--- src/rtl/spi_device_fifo_pkg.sv ---
// Shared definitions for the SPI device with TX/RX FIFOs: state encoding,
// default fill word and a constant-width helper.
package spi_device_fifo_pkg;

  localparam logic [0:0] ST_IDLE   = 1'b0;
  localparam logic [0:0] ST_ACTIVE = 1'b1;

  // Word shifted out when the TX FIFO runs dry (sliced down to WIDTH).
  localparam logic [31:0] TX_FILL_ONES = 32'hFFFF_FFFF;

  // Smallest r with 2**r >= value.
  function automatic int clog2(input int value);
    int r;
    r = 0;
    for (int i = 0; i < 31; i++)
      if ((1 << i) < value) r = i + 1;
    return r;
  endfunction

endpackage

--- src/rtl/spi_device_fifo_sync_fifo.sv ---
// Single-clock FIFO with first-word fall-through read port. Pointers carry
// one extra wrap bit so full and empty are distinguished by the MSB.
module sync_fifo
  import spi_device_fifo_pkg::*;
#(
  parameter int WIDTH = 8,
  parameter int DEPTH = 4
) (
  input  logic             clk,
  input  logic             rst_n,
  input  logic             push,
  input  logic [WIDTH-1:0] wdata,
  input  logic             pop,
  output logic [WIDTH-1:0] rdata,
  output logic             full,
  output logic             empty
);

  localparam int AW = clog2(DEPTH);

  logic [AW:0]      wr_ptr, rd_ptr;
  logic [WIDTH-1:0] mem [DEPTH];
  logic             do_push, do_pop;

  assign empty = (wr_ptr == rd_ptr);
  assign full  = (wr_ptr[AW] != rd_ptr[AW]) && (wr_ptr[AW-1:0] == rd_ptr[AW-1:0]);

  // Pop on empty is dropped; push on full only lands when a pop frees a slot.
  assign do_pop  = pop & ~empty;
  assign do_push = push & (~full | do_pop);

  assign rdata = mem[rd_ptr[AW-1:0]];

  // Storage and pointer update; storage is cleared so the read port is 0 after reset.
  always_ff @(posedge clk or negedge rst_n) begin
    if (!rst_n) begin
      wr_ptr <= '0;
      rd_ptr <= '0;
      for (int i = 0; i < DEPTH; i++) mem[i] <= '0;
    end else begin
      if (do_push) begin
        mem[wr_ptr[AW-1:0]] <= wdata;
        wr_ptr              <= wr_ptr + 1'b1;
      end
      if (do_pop) rd_ptr <= rd_ptr + 1'b1;
    end
  end

endmodule

--- src/rtl/spi_device_fifo.sv ---
// SPI device, all four CPOL/CPHA modes, with TX and RX FIFOs. SPI pins are
// oversampled by clk, so the whole block lives in one clock domain.
module spi_device_fifo
  import spi_device_fifo_pkg::*;
#(
  parameter int               WIDTH    = 8,
  parameter int               CPOL     = 0,
  parameter int               CPHA     = 0,
  parameter int               TX_DEPTH = 4,
  parameter int               RX_DEPTH = 4,
  parameter logic [WIDTH-1:0] TX_FILL  = TX_FILL_ONES[WIDTH-1:0]
) (
  input  logic             clk,
  input  logic             reset_n,
  input  logic             spi_sck,
  input  logic             spi_cs_n,
  input  logic             spi_sdi,
  output logic             spi_sdo,
  output logic             spi_sdo_oe,
  input  logic [WIDTH-1:0] tx_data,
  input  logic             tx_valid,
  output logic             tx_ready,
  output logic [WIDTH-1:0] rx_data,
  output logic             rx_valid,
  input  logic             rx_ready,
  output logic             rx_overflow,
  output logic             tx_underrun,
  output logic             frame_abort
);

  localparam int   CW       = clog2(WIDTH);
  localparam logic IDLE_SCK = (CPOL != 0);
  localparam logic LATE_SMP = (CPHA != 0);

  logic [1:0]       rst_sync;
  logic             rst_n;
  logic [2:0]       sck_q, cs_q;
  logic [1:0]       sdi_q;
  logic [0:0]       state;
  logic             active, sck_rise, sck_fall, lead_edge, trail_edge;
  logic             cs_fall, cs_rise, cs_evt, sample_edge, shift_edge;
  logic             do_sample, do_shift, rx_last, tx_last;
  logic             tx_load, tx_pop, tx_full, tx_empty, rx_full, rx_empty;
  logic             rx_push_q;
  logic [CW-1:0]    rx_cnt, tx_cnt;
  logic [WIDTH-1:0] rx_shift, tx_shift, tx_head;

  // Reset: asserts immediately, releases two clocks after reset_n rises.
  always_ff @(posedge clk or negedge reset_n) begin
    if (!reset_n) rst_sync <= '0;
    else          rst_sync <= {rst_sync[0], 1'b1};
  end
  assign rst_n = rst_sync[1];

  // Pin synchronisers; the third sck/cs stage gives the previous synced value.
  always_ff @(posedge clk or negedge rst_n) begin
    if (!rst_n) begin
      sck_q <= {3{IDLE_SCK}};
      cs_q  <= 3'b111;
      sdi_q <= 2'b00;
    end else begin
      sck_q <= {sck_q[1:0], spi_sck};
      cs_q  <= {cs_q[1:0], spi_cs_n};
      sdi_q <= {sdi_q[0], spi_sdi};
    end
  end

  assign sck_rise   = sck_q[1] & ~sck_q[2];
  assign sck_fall   = ~sck_q[1] & sck_q[2];
  assign lead_edge  = IDLE_SCK ? sck_fall : sck_rise;
  assign trail_edge = IDLE_SCK ? sck_rise : sck_fall;
  assign cs_fall    = cs_q[2] & ~cs_q[1];
  assign cs_rise    = ~cs_q[2] & cs_q[1];
  assign cs_evt     = cs_fall | cs_rise;

  assign sample_edge = LATE_SMP ? trail_edge : lead_edge;
  assign shift_edge  = LATE_SMP ? lead_edge : trail_edge;

  // A chip-select event in the same cycle masks any SCK edge.
  assign active    = (state == ST_ACTIVE);
  assign do_sample = active & ~cs_evt & sample_edge;
  assign do_shift  = active & ~cs_evt & shift_edge;

  assign rx_last = (rx_cnt == CW'(WIDTH - 1));
  assign tx_last = (tx_cnt == CW'(WIDTH - 1));

  // CPHA=0 preloads at select and reloads after the last bit's trailing
  // edge; CPHA=1 loads on the first leading edge of each word.
  assign tx_load = LATE_SMP ? (do_shift & (tx_cnt == '0))
                            : (cs_fall | (do_shift & tx_last));
  assign tx_pop  = tx_load & ~tx_empty;

  // Selection state follows the synchronised chip select.
  always_ff @(posedge clk or negedge rst_n) begin
    if (!rst_n)       state <= ST_IDLE;
    else if (cs_fall) state <= ST_ACTIVE;
    else if (cs_rise) state <= ST_IDLE;
  end

  // Receive shifter; a completed word is pushed the cycle after its last bit.
  always_ff @(posedge clk or negedge rst_n) begin
    if (!rst_n) begin
      rx_shift    <= '0;
      rx_cnt      <= '0;
      rx_push_q   <= 1'b0;
      rx_overflow <= 1'b0;
      frame_abort <= 1'b0;
    end else begin
      rx_push_q   <= do_sample & rx_last;
      rx_overflow <= rx_push_q & rx_full & ~rx_ready;
      frame_abort <= cs_rise & (rx_cnt != '0);
      if (cs_evt) begin
        rx_cnt <= '0;
      end else if (do_sample) begin
        rx_shift <= {rx_shift[WIDTH-2:0], sdi_q[1]};
        rx_cnt   <= rx_last ? '0 : rx_cnt + 1'b1;
      end
    end
  end

  // Transmit shifter; an empty FIFO at load time sends TX_FILL instead.
  always_ff @(posedge clk or negedge rst_n) begin
    if (!rst_n) begin
      tx_shift    <= '0;
      tx_cnt      <= '0;
      tx_underrun <= 1'b0;
    end else begin
      tx_underrun <= tx_load & tx_empty;
      if (tx_load)       tx_shift <= tx_empty ? TX_FILL : tx_head;
      else if (do_shift) tx_shift <= {tx_shift[WIDTH-2:0], 1'b0};
      if (cs_evt)        tx_cnt <= '0;
      else if (do_shift) tx_cnt <= tx_last ? '0 : tx_cnt + 1'b1;
    end
  end

  assign spi_sdo    = active & tx_shift[WIDTH-1];
  assign spi_sdo_oe = active;
  assign tx_ready   = ~tx_full;
  assign rx_valid   = ~rx_empty;

  sync_fifo #(.WIDTH(WIDTH), .DEPTH(TX_DEPTH)) u_tx_fifo (
    .clk(clk), .rst_n(rst_n), .push(tx_valid), .wdata(tx_data),
    .pop(tx_pop), .rdata(tx_head), .full(tx_full), .empty(tx_empty)
  );

  // rx_shift holds the finished word during the push cycle.
  sync_fifo #(.WIDTH(WIDTH), .DEPTH(RX_DEPTH)) u_rx_fifo (
    .clk(clk), .rst_n(rst_n), .push(rx_push_q), .wdata(rx_shift),
    .pop(rx_ready & rx_valid), .rdata(rx_data), .full(rx_full), .empty(rx_empty)
  );

endmodule

--- config.mk ---
export PLATFORM = sky130hd
export DESIGN_NAME = spi_device_fifo
export DESIGN_NICKNAME = d
export VERILOG_FILES = /design/src/rtl/spi_device_fifo_pkg.sv /design/src/rtl/spi_device_fifo_sync_fifo.sv /design/src/rtl/spi_device_fifo.sv
export SDC_FILE = /design/constraint.sdc
export NUM_CORES = 1
export LEC_CHECK = 0
export CAP_MARGIN = 20
export CORE_MARGIN = 2
export CORE_UTILIZATION = 40
export CTS_BUF_LIST = sky130_fd_sc_hd__clkbuf_2 sky130_fd_sc_hd__clkbuf_4 sky130_fd_sc_hd__clkbuf_8
export DETAILED_ROUTE_END_ITERATION = 6
export GPL_ROUTABILITY_DRIVEN = 1
export HOLD_SLACK_MARGIN = 0.03
export PLACE_DENSITY_LB_ADDON = 0.15
export SYNTH_ARGS = -nofsm -noshare
export SYNTH_HDL_FRONTEND = slang
export SYNTH_HIERARCHICAL = 1
export SYNTH_SLANG_ARGS = --single-unit
export TNS_END_PERCENT = 20
--- constraint.sdc ---
create_clock -name clk -period 5.15 [get_ports clk]
set_input_delay 0.7725 -clock clk [delete_from_list [all_inputs] [get_ports clk]]
set_output_delay 0.7725 -clock clk [all_outputs]
set_load 0.03 [all_outputs]
Yosys cells after proc, flatten, opt, wreduce, memory -nomap -nowiden

Index checks and enable logic that the tools add are counted.

Bits in registers: 113
Output and inout port bits: 15
Word-level logic and storage cells: 116

Add/sub/neg operators: 6
Magnitude comparators: 6
Eq/ne operators: 8
Mux-type cells: 23
Bitwise logic cells: 38
Reductions and logical operators: 10

Operator list:

| cell                                                                         | number |
|---|---|
| 8-bit two-way mux                                                            | 9 |
| 32-bit bitwise mux                                                           | 2 |
| 8-bit binary-select mux with 2-bit select                                    | 2 |
| 8-bit demux with 2-bit select                                                | 2 |
| 1-bit bitwise AND                                                            | 20 |
| 3-bit by 1-bit adder with 3-bit output, second input constant                | 6 |
| 3-bit two-way mux                                                            | 6 |
| 3-bit >= comparator, second input constant                                   | 4 |
| 2-bit inverter with 3-bit output                                             | 4 |
| 1-bit inverter                                                               | 10 |
| 2-bit nonzero test                                                           | 4 |
| 3-bit == test                                                                | 2 |
| 3-bit == test, second input constant                                         | 2 |
| 3-bit by 1-bit less-than comparator with 1-bit output, second input constant | 2 |
| 2-bit == test                                                                | 2 |
| 1-bit logical AND                                                            | 4 |
| 1-bit OR                                                                     | 4 |
| 3-bit nonzero test                                                           | 1 |
| 1-bit two-way mux                                                            | 2 |
| 1-bit != test                                                                | 2 |
| 2-bit AND reduction                                                          | 1 |

Logic depth before layout (Yosys ltp)

Gate-level depths: netlist of run 1.

Word-level depth: 12
Depth in mapped cells: 9
Mapped depth without buffers: 6

Modules after synthesis

Netlist of run 1, hierarchy kept.

By module, submodules not included:

| module          | times used | cells an instance | area each (µm²) | seq. area each (µm²) |
|---|---|---|---|---|
| sync_fifo       | 2          | 118               | 1955.6          | 950.9 |
| spi_device_fifo | 1          | 131               | 1609.0          | 929.6 |

Least setup slack after synthesis of run 1

Ideal clock, no wire load.

Kind: flip-flop to flip-flop
From: reg u_tx_fifo.rd_ptr[1]
To: reg u_tx_fifo/mem[10] (netlist bit)
Library setup time: 0.125 ns
Arrival: 2.774 ns
Setup slack: 2.251 ns
Stages on the path, launching flop included: 10
Clock period less this slack: 2.899 ns
Cell sequence: dfrtp_1 buf_6 xor2_4 buf_6 nor3_1 nand2b_1 o22ai_4 buf_2 o41ai_4 mux2_2

Word-level cells in the longest chain between the ends: 6
Elaborated cells on any way between the ends: 9
Those cells by class: eq/ne: 2; bitwise: 6; reduce/logical: 1

Ends and longest elaborated chain:

| what                            | line                            | source |
|---|---|---|
| from (decl)                     | spi_device_fifo_sync_fifo.sv:21 | `logic [AW:0] wr_ptr, rd_ptr;` |
| from (signal assigned)          | spi_device_fifo_sync_fifo.sv:45 | `if (do_pop) rd_ptr <= rd_ptr + 1'b1;` |
| 3-bit == test                   | spi_device_fifo_sync_fifo.sv:25 | `assign empty = (wr_ptr == rd_ptr);` |
| via tx_empty                    | spi_device_fifo.sv:43           | `logic tx_load, tx_pop, tx_full, tx_empty, rx_full, rx_empty;` |
| 1-bit inverter                  | spi_device_fifo.sv:91           | `assign tx_pop = tx_load & ~tx_empty;` |
| 1-bit bitwise AND               | spi_device_fifo.sv:91           |  |
| via tx_pop                      | spi_device_fifo.sv:43           |  |
| 1-bit bitwise AND               | spi_device_fifo_sync_fifo.sv:29 | `assign do_pop = pop & ~empty;` |
| 1-bit OR                        | spi_device_fifo_sync_fifo.sv:30 | `assign do_push = push & (~full \| do_pop);` |
| 1-bit bitwise AND               | spi_device_fifo_sync_fifo.sv:30 |  |
| to (signal, indexed assignment) | spi_device_fifo_sync_fifo.sv:42 | `mem[wr_ptr[AW-1:0]] <= wdata;` |
| to (decl)                       | spi_device_fifo_sync_fifo.sv:22 | `logic [WIDTH-1:0] mem [DEPTH];` |

The timed path passes the listed nets, and every way through them passes these cells.
A chain may end at the register's enable or synchronous reset.

Worst setup path after layout of run 1

From: reg u_rx_fifo.rd_ptr[0]
To: out rx_valid

Word-level cells in the longest chain between the ends: 2

Ends and longest elaborated chain:

| what                   | line                            | source |
|---|---|---|
| from (decl)            | spi_device_fifo_sync_fifo.sv:21 |  |
| from (signal assigned) | spi_device_fifo_sync_fifo.sv:45 |  |
| 3-bit == test          | spi_device_fifo_sync_fifo.sv:25 |  |
| via rx_empty           | spi_device_fifo.sv:43           |  |
| 1-bit inverter         | spi_device_fifo.sv:139          | `assign rx_valid = ~rx_empty;` |
| to (decl)              | spi_device_fifo.sv:24           | `output logic rx_valid,` |

The timed path passes the listed nets, and every way through them passes these cells.

==> results of run 1 <==
## state kept, by name, summed over array words and instances, names as in the netlist, 2 cells and up
register	cells
tx_shift	8
u_rx_fifo/rd_ptr	3
rst_sync	2
u_rx_fifo/wr_ptr	3
sck_q	3
tx_cnt	3
u_tx_fifo/mem	32
cs_q	3
rx_shift	8
u_tx_fifo/rd_ptr	3
u_tx_fifo/wr_ptr	3
sdi_q	2
u_rx_fifo/mem	32
rx_cnt	3
## power by group through the flow
stage	sequential (mW)	combinational (mW)	clock, mW
3_5_place_dp	1.29	0.776	0
2_1_floorplan	1.21	0.675	0
4_1_cts	1.27	0.777	0.836
6_report	1.27	0.774	0.807
3_3_place_gp	1.28	0.756	0
5_1_grt	1.30	0.840	0.872
## metal layers
| metal | global-route usage | vias up | wire (µm) |
|---|---|---|---|
| met2 | 0.224 | 36 | 4610 |
| li1 | - | 1452 | - |
| met1 | 0.200 | 1568 | 4830 |
| met4 | 0.0668 | 0 | 170 |
| met5 | 0 | - | 0 |
| met3 | 0.0399 | 17 | 273 |
## through the flow
stage | util | hold WS, ns | area, µm²
after floorplan | - | 0.331 | 5520
after global placement | 0.444 | 0.335 | 5920
after detailed placement | 0.444 | 0.339 | 5920
after CTS | 0.473 | 0.354 | 6310
after global routing | 0.474 | 0.361 | 6320
final | 0.474 | 0.350 | 6320
## path summary, 6_finish.rpt
path                                                       from  slack [ns]  cells after the start                           end
worst max-delay path            u_rx_fifo/rd_ptr[0]$_DFFE_PN0P_        1.66                      4                      rx_valid
worst min-delay path                      rst_sync[0]$_DFF_PN0_        0.35                      0         rst_sync[1]$_DFF_PN0_
worst max register to register  u_tx_fifo/rd_ptr[0]$_DFFE_PN0P_        1.68                      6  u_tx_fifo/mem[5]$_DFFE_PN0P_
worst min register to register            rst_sync[0]$_DFF_PN0_        0.35                      0         rst_sync[1]$_DFF_PN0_
max in group asynchronous                 rst_sync[1]$_DFF_PN0_        3.57                      1  u_rx_fifo/mem[8]$_DFFE_PN0P_
min in group asynchronous                 rst_sync[1]$_DFF_PN0_        0.44                      0         tx_underrun$_DFF_PN0_
## cells by family (layout without fill, tap and decap cells)
logic type	count (synthesis)	in the layout
AO/OA/AOI/OAI	40	40
XOR/XNOR	12	12
adder cells (fa/ha/maj)	17	17
buffers and inverters	39	87
flip-flops	113	113
multiplexers	92	92
other	1	1
AND/OR/NAND/NOR	53	53
## cell type report
class,count,area (µm²),area share
multi-input combinational,215,2480,0.392
clock inverter,5,50.0,0.00792
inverter,24,90.1,0.0143
clock buffer,27,340,0.0538
tap,176,220,0.0348
sequential,113,2840,0.449
timing repair buffer,31,305,0.0483
## cells in the final DEF, fill, tap and decap left out, types with 3 or more instances in the layout
cell	synthesis	layout
dfrtp_1	110	109
nor3_1	11	11
mux2_2	73	73
o41ai_4	8	8
clkdlybuf4s50_1	0	29
nand2_1	8	8
nor4_1	6	6
inv_1	24	24
o31ai_1	4	4
ha_1	17	17
dfstp_2	3	3
clkbuf_8	0	22
o21ai_0	5	5
o311ai_0	6	6
clkinv_2	0	4
nand3_1	7	7
xnor2_1	4	4
and2_1	9	9
a211oi_1	4	4
mux4_1	16	16
a211oi_2	3	3
clkbuf_4	0	5
nor2_1	3	3
mux2_4	3	3
==> flow_metrics.env, run 1 <==
export IMPL_status="finished clean"
export IMPL_crit_chain="xor2_2 -> nor3_1 -> inv_1 -> clkdlybuf4s50_1"
export IMPL_synthAdderAreaFrac=0.0385
export IMPL_slew_viol_final=0
export IMPL_yosysSeqAreaShare=0.513
export IMPL_synth_common_cells="dfrtp_1 (110), mux2_2 (73), inv_1 (24)"
export IMPL_pwr_share_seq=0.445
export IMPL_setup_viol=0
export IMPL_leakagePower_nw=2.86
export IMPL_cts_max_path_buffers=2
export IMPL_cts_tree="done"
export IMPL_routed_wl_mm=9.88
export IMPL_drt_first_iter_violations=148
export IMPL_synth_edf_count=0
export IMPL_nFillCells=1208
export IMPL_gr_total_overflow=0
export IMPL_synth_nets=399
export IMPL_start_kind="register"
export IMPL_rsz0062_at_grt="no"
export IMPL_min_period_over_period=0.678
export IMPL_die_h_um=121
export IMPL_clkTransAtPathRegs_ns=0.06
export IMPL_fin_total_pwr_mw=2.85
export IMPL_layout_setup_ws_ns=1.66
export IMPL_start_util=0.414
export IMPL_cp_data_arrival_time_ns=2.72
export IMPL_slowest_stage="dfrtp_1"
export IMPL_netlist_top_cell_by_area="dfrtp_1"
export IMPL_die_w_um=121
export IMPL_ys_flop_type="dfrtp_1"
export IMPL_ys_warn_count=6
export IMPL_synth_xor_area_frac=0.0313
export IMPL_synth_top_family_by_area="multiplexers"
export IMPL_num_rows=42
export IMPL_finalNonFillerCells=591
export IMPL_dp_slack_ns=1.65
export IMPL_drt_first_pass_iters=4
export IMPL_area_growth_pct=14.5
export IMPL_hpwl_mm=6.45
export IMPL_synth_most_common_cell="dfrtp_1"
export IMPL_place_gp_congestion=0.698
export IMPL_cts_buffers=17
export IMPL_grt_start_max_net_pins=64
export IMPL_postCtsResizedCells=0
export IMPL_drive_above_1_share=0.325
export IMPL_cts_hold_buf=0
export IMPL_powerDensity_nw_per_um2=451
export IMPL_path_buf_inv=2
export IMPL_core_region_area_um2=13300
export IMPL_clock_skew_ns=0.00827
export IMPL_h_tree_depth=4
export IMPL_grt_total_usage=0.149
export IMPL_maxCapViolations=0
export IMPL_antenna_found_initial=0
export IMPL_netlist_area_leader_share=0.499
export IMPL_post_route_min_period_ns=3.49
export IMPL_portBuffers=29
export IMPL_netlist_instances=367
export IMPL_synth_distinct_cells=44
export IMPL_grt_pass1_vias=3146
export IMPL_nets=434
export IMPL_combPwrFrac=0.272
export IMPL_drt_antenna_violating_nets=0
export IMPL_fmax_mhz=286
export IMPL_crit_path_max_fanout=12
export IMPL_p_clk_frac=0.283
export IMPL_io_pins=30
export IMPL_slew_headroom=0.435
export IMPL_holdCritPathClass="reg2reg"
export IMPL_n_antenna_cell=0
export IMPL_synth_compound_area_frac=0.0875
export IMPL_yosys_top_cells_area="dfrtp_1 (50%), mux2_2 (15%), mux4_1 (7.6%)"
export IMPL_synthArstFlopShare=1.00
export IMPL_synthSimpleGateAreaFrac=0.0580
export IMPL_dieArea_um2=14800
export IMPL_p_sw_frac=0.313
export IMPL_drcViolationCount=0
export IMPL_worstMarginPinSlew_ns=0.844
export IMPL_yosys_register_bits=113
export IMPL_cts_setup_buffers=0
export IMPL_avgRoutedWirePerCell_um=16.7
export IMPL_vias=3073
export IMPL_final_setup_tns_ns=0
export IMPL_clkSinkCount=113
export IMPL_synthMuxAreaShare=0.233
export IMPL_vias_per_cell=5.20
export IMPL_clock_latency_ns=0.43
export IMPL_cts_root_buf="clkbuf_8"
export IMPL_max_vdd_ir_drop_mv=0.225
export IMPL_worstPathRequired_ns=4.38
export IMPL_hold_viol=0
export IMPL_crit_type="reg2out"
export IMPL_cpPeakStageDelay_ns=0.77
export IMPL_place_inst=558
export IMPL_p_int_mw=1.96
export IMPL_grt_pass1_wl_mm=16.5
export IMPL_syn_area_um2=5520
export IMPL_end_kind="primary output"
export IMPL_crit_family="flip-flops"
export IMPL_p_switching_mw=0.893
export IMPL_synth_avg_cell_area_um2=15.0
No activity file was read; power rests on OpenSTA's default activity.
==> run 2, diff against run 1 <==
Clock period 5.15 ns to 2.86 ns, I/O delays scaled along.
==> flow_metrics.env, run 2 (same netlist as run 1, synthesis figures left out) <==
export IMPL_status="finished clean"
export IMPL_cp_data_arrival_time_ns=2.31
export IMPL_dieArea_um2=14800
export IMPL_crit_path_max_fanout=8
export IMPL_antenna_found_initial=0
export IMPL_nFillCells=1188
export IMPL_clkTransAtPathRegs_ns=0.07
export IMPL_grt_start_max_net_pins=65
export IMPL_worstMarginPinSlew_ns=0.721
export IMPL_nets=453
export IMPL_cts_buffers=17
export IMPL_dpl_cell_area_um2=6090
export IMPL_finalNonFillerCells=610
export IMPL_fin_total_pwr_mw=5.37
export IMPL_hold_viol=0
export IMPL_min_period_over_period=0.958
export IMPL_portBuffers=29
export IMPL_cts_setup_buffers=0
export IMPL_io_pins=30
export IMPL_clkSinkCount=113
export IMPL_die_w_um=121
export IMPL_h_tree_depth=4
export IMPL_cts_tree="done"
export IMPL_holdCritPathClass="in2async"
export IMPL_clock_skew_ns=0.0112
export IMPL_core_region_area_um2=13300
export IMPL_grt_total_usage=0.155
export IMPL_post_route_min_period_ns=2.74
export IMPL_clock_latency_ns=0.44
export IMPL_maxCapViolations=0
export IMPL_max_vdd_ir_drop_mv=0.442
export IMPL_slew_headroom=0.517
export IMPL_worstPathRequired_ns=2.43
export IMPL_gr_total_overflow=0
export IMPL_area_growth_pct=18.5
export IMPL_slew_viol_final=0
export IMPL_fmax_mhz=365
export IMPL_place_gp_congestion=0.742
export IMPL_drcViolationCount=0
export IMPL_n_antenna_cell=0
export IMPL_leakagePower_nw=3.10
export IMPL_start_kind="register"
export IMPL_drive_above_1_share=0.355
export IMPL_place_inst=578
export IMPL_layout_commonest_cell="dfrtp_1"
export IMPL_die_h_um=121
export IMPL_cts_max_path_buffers=2
export IMPL_powerDensity_nw_per_um2=821
export IMPL_drt_first_pass_iters=6
export IMPL_avgRoutedWirePerCell_um=16.4
export IMPL_routed_wl_mm=10.0
export IMPL_top_regs="u_rx_fifo/mem x32, u_tx_fifo/mem x32"
export IMPL_grt_pass1_wl_mm=16.8
export IMPL_cts_hold_buf=0
export IMPL_num_rows=42
export IMPL_hpwl_mm=6.58
export IMPL_start_util=0.414
export IMPL_most_common_layout_cells="dfrtp_1 (109), mux2_2 (73), inv_1 (24)"
export IMPL_rsz0062_at_grt="no"
export IMPL_setup_viol=0
export IMPL_drt_first_iter_violations=133
export IMPL_stdcell_area_um2=6540
export IMPL_cts_root_buf="clkbuf_8"
export IMPL_drt_antenna_violating_nets=0
export IMPL_crit_type="reg2out"
export IMPL_vias_per_cell=5.11
export IMPL_grt_pass1_vias=3268
export IMPL_end_kind="primary output"
export IMPL_vias=3116
[run 2: cell types whose count changed in the layout (fill, tap and decap cells not counted), sizes merged]
cell and delta:
clkdlybuf4s50 -8, buf +19, dlymetal6s2s +8, clkinvlp +3
clkbuf -5, bufinv +2
[run 2: timing repair]
action | in CTS | in global routing
hold endpoints to repair | 0 | 0
resized for setup | 0 | 9
setup endpoints to repair | 0 | 1
[run 2: critical path: stages, from the launching register on]
cell and delay (ns):
dfrtp_1 0.44, xnor2_2 0.62, nor3_1 0.09, inv_1 0.07, clkdlybuf4s50_1 0.66
[run 2: layer usage]
metal  routed length [µm]  vias up  GRT usage
met5                    0        -          0
li1                     -     1472          -
met4                  148        0     0.0596
met3                  322       15     0.0602
met2                 4690       45      0.232
met1                 4850     1584      0.202
[run 2: cell type report]
class,count,area [µm²],share of cell area
multi-input combinational,215,2490,0.381
clock buffer,22,290,0.0444
timing repair buffer,50,480,0.0735
sequential,113,2840,0.434
inverter,24,90.1,0.0138
tap,176,220,0.0337
clock inverter,10,133,0.0203
[run 2: worst paths after layout]
check	start	end	slack, ns	depth (start not counted)
max	u_tx_fifo/rd_ptr[2]$_DFFE_PN0P_	tx_ready	0.12	4
min	reset_n	rst_sync[0]$_DFF_PN0_	0.15	1
max reg2reg	u_tx_fifo/wr_ptr[0]$_DFFE_PN0P_	u_tx_fifo/mem[26]$_DFFE_PN0P_	0.46	7
min reg2reg	rst_sync[1]$_DFF_PN0_	u_tx_fifo/wr_ptr[0]$_DFFE_PN0P_	0.35	0
max in group asynchronous	rst_sync[1]$_DFF_PN0_	frame_abort$_DFF_PN0_	1.74	1
min in group clk	sdi_q[0]$_DFF_PN0_	sdi_q[1]$_DFF_PN0_	0.35	0
[run 2: where the power goes]
group	total [mW]	switching (mW)	internal, mW	leakage, nW
Sequential	2.22	0.255	1.96	1.43
Combinational	1.58	0.772	0.804	1.45
Clock	1.58	0.634	0.943	0.211
[run 2: through the flow]
stage	setup TNS, ns	util	hold slack (ns)	setup slack [ns]
final	0	0.490	0.150	0.120
after global routing	0	0.490	0.110	0.00452
after global placement	0	0.456	0.338	0.518
after CTS	0	0.488	0.121	0.0488
after floorplan	-0.927	-	0.133	-0.0386
after detailed placement	0	0.456	0.341	0.490
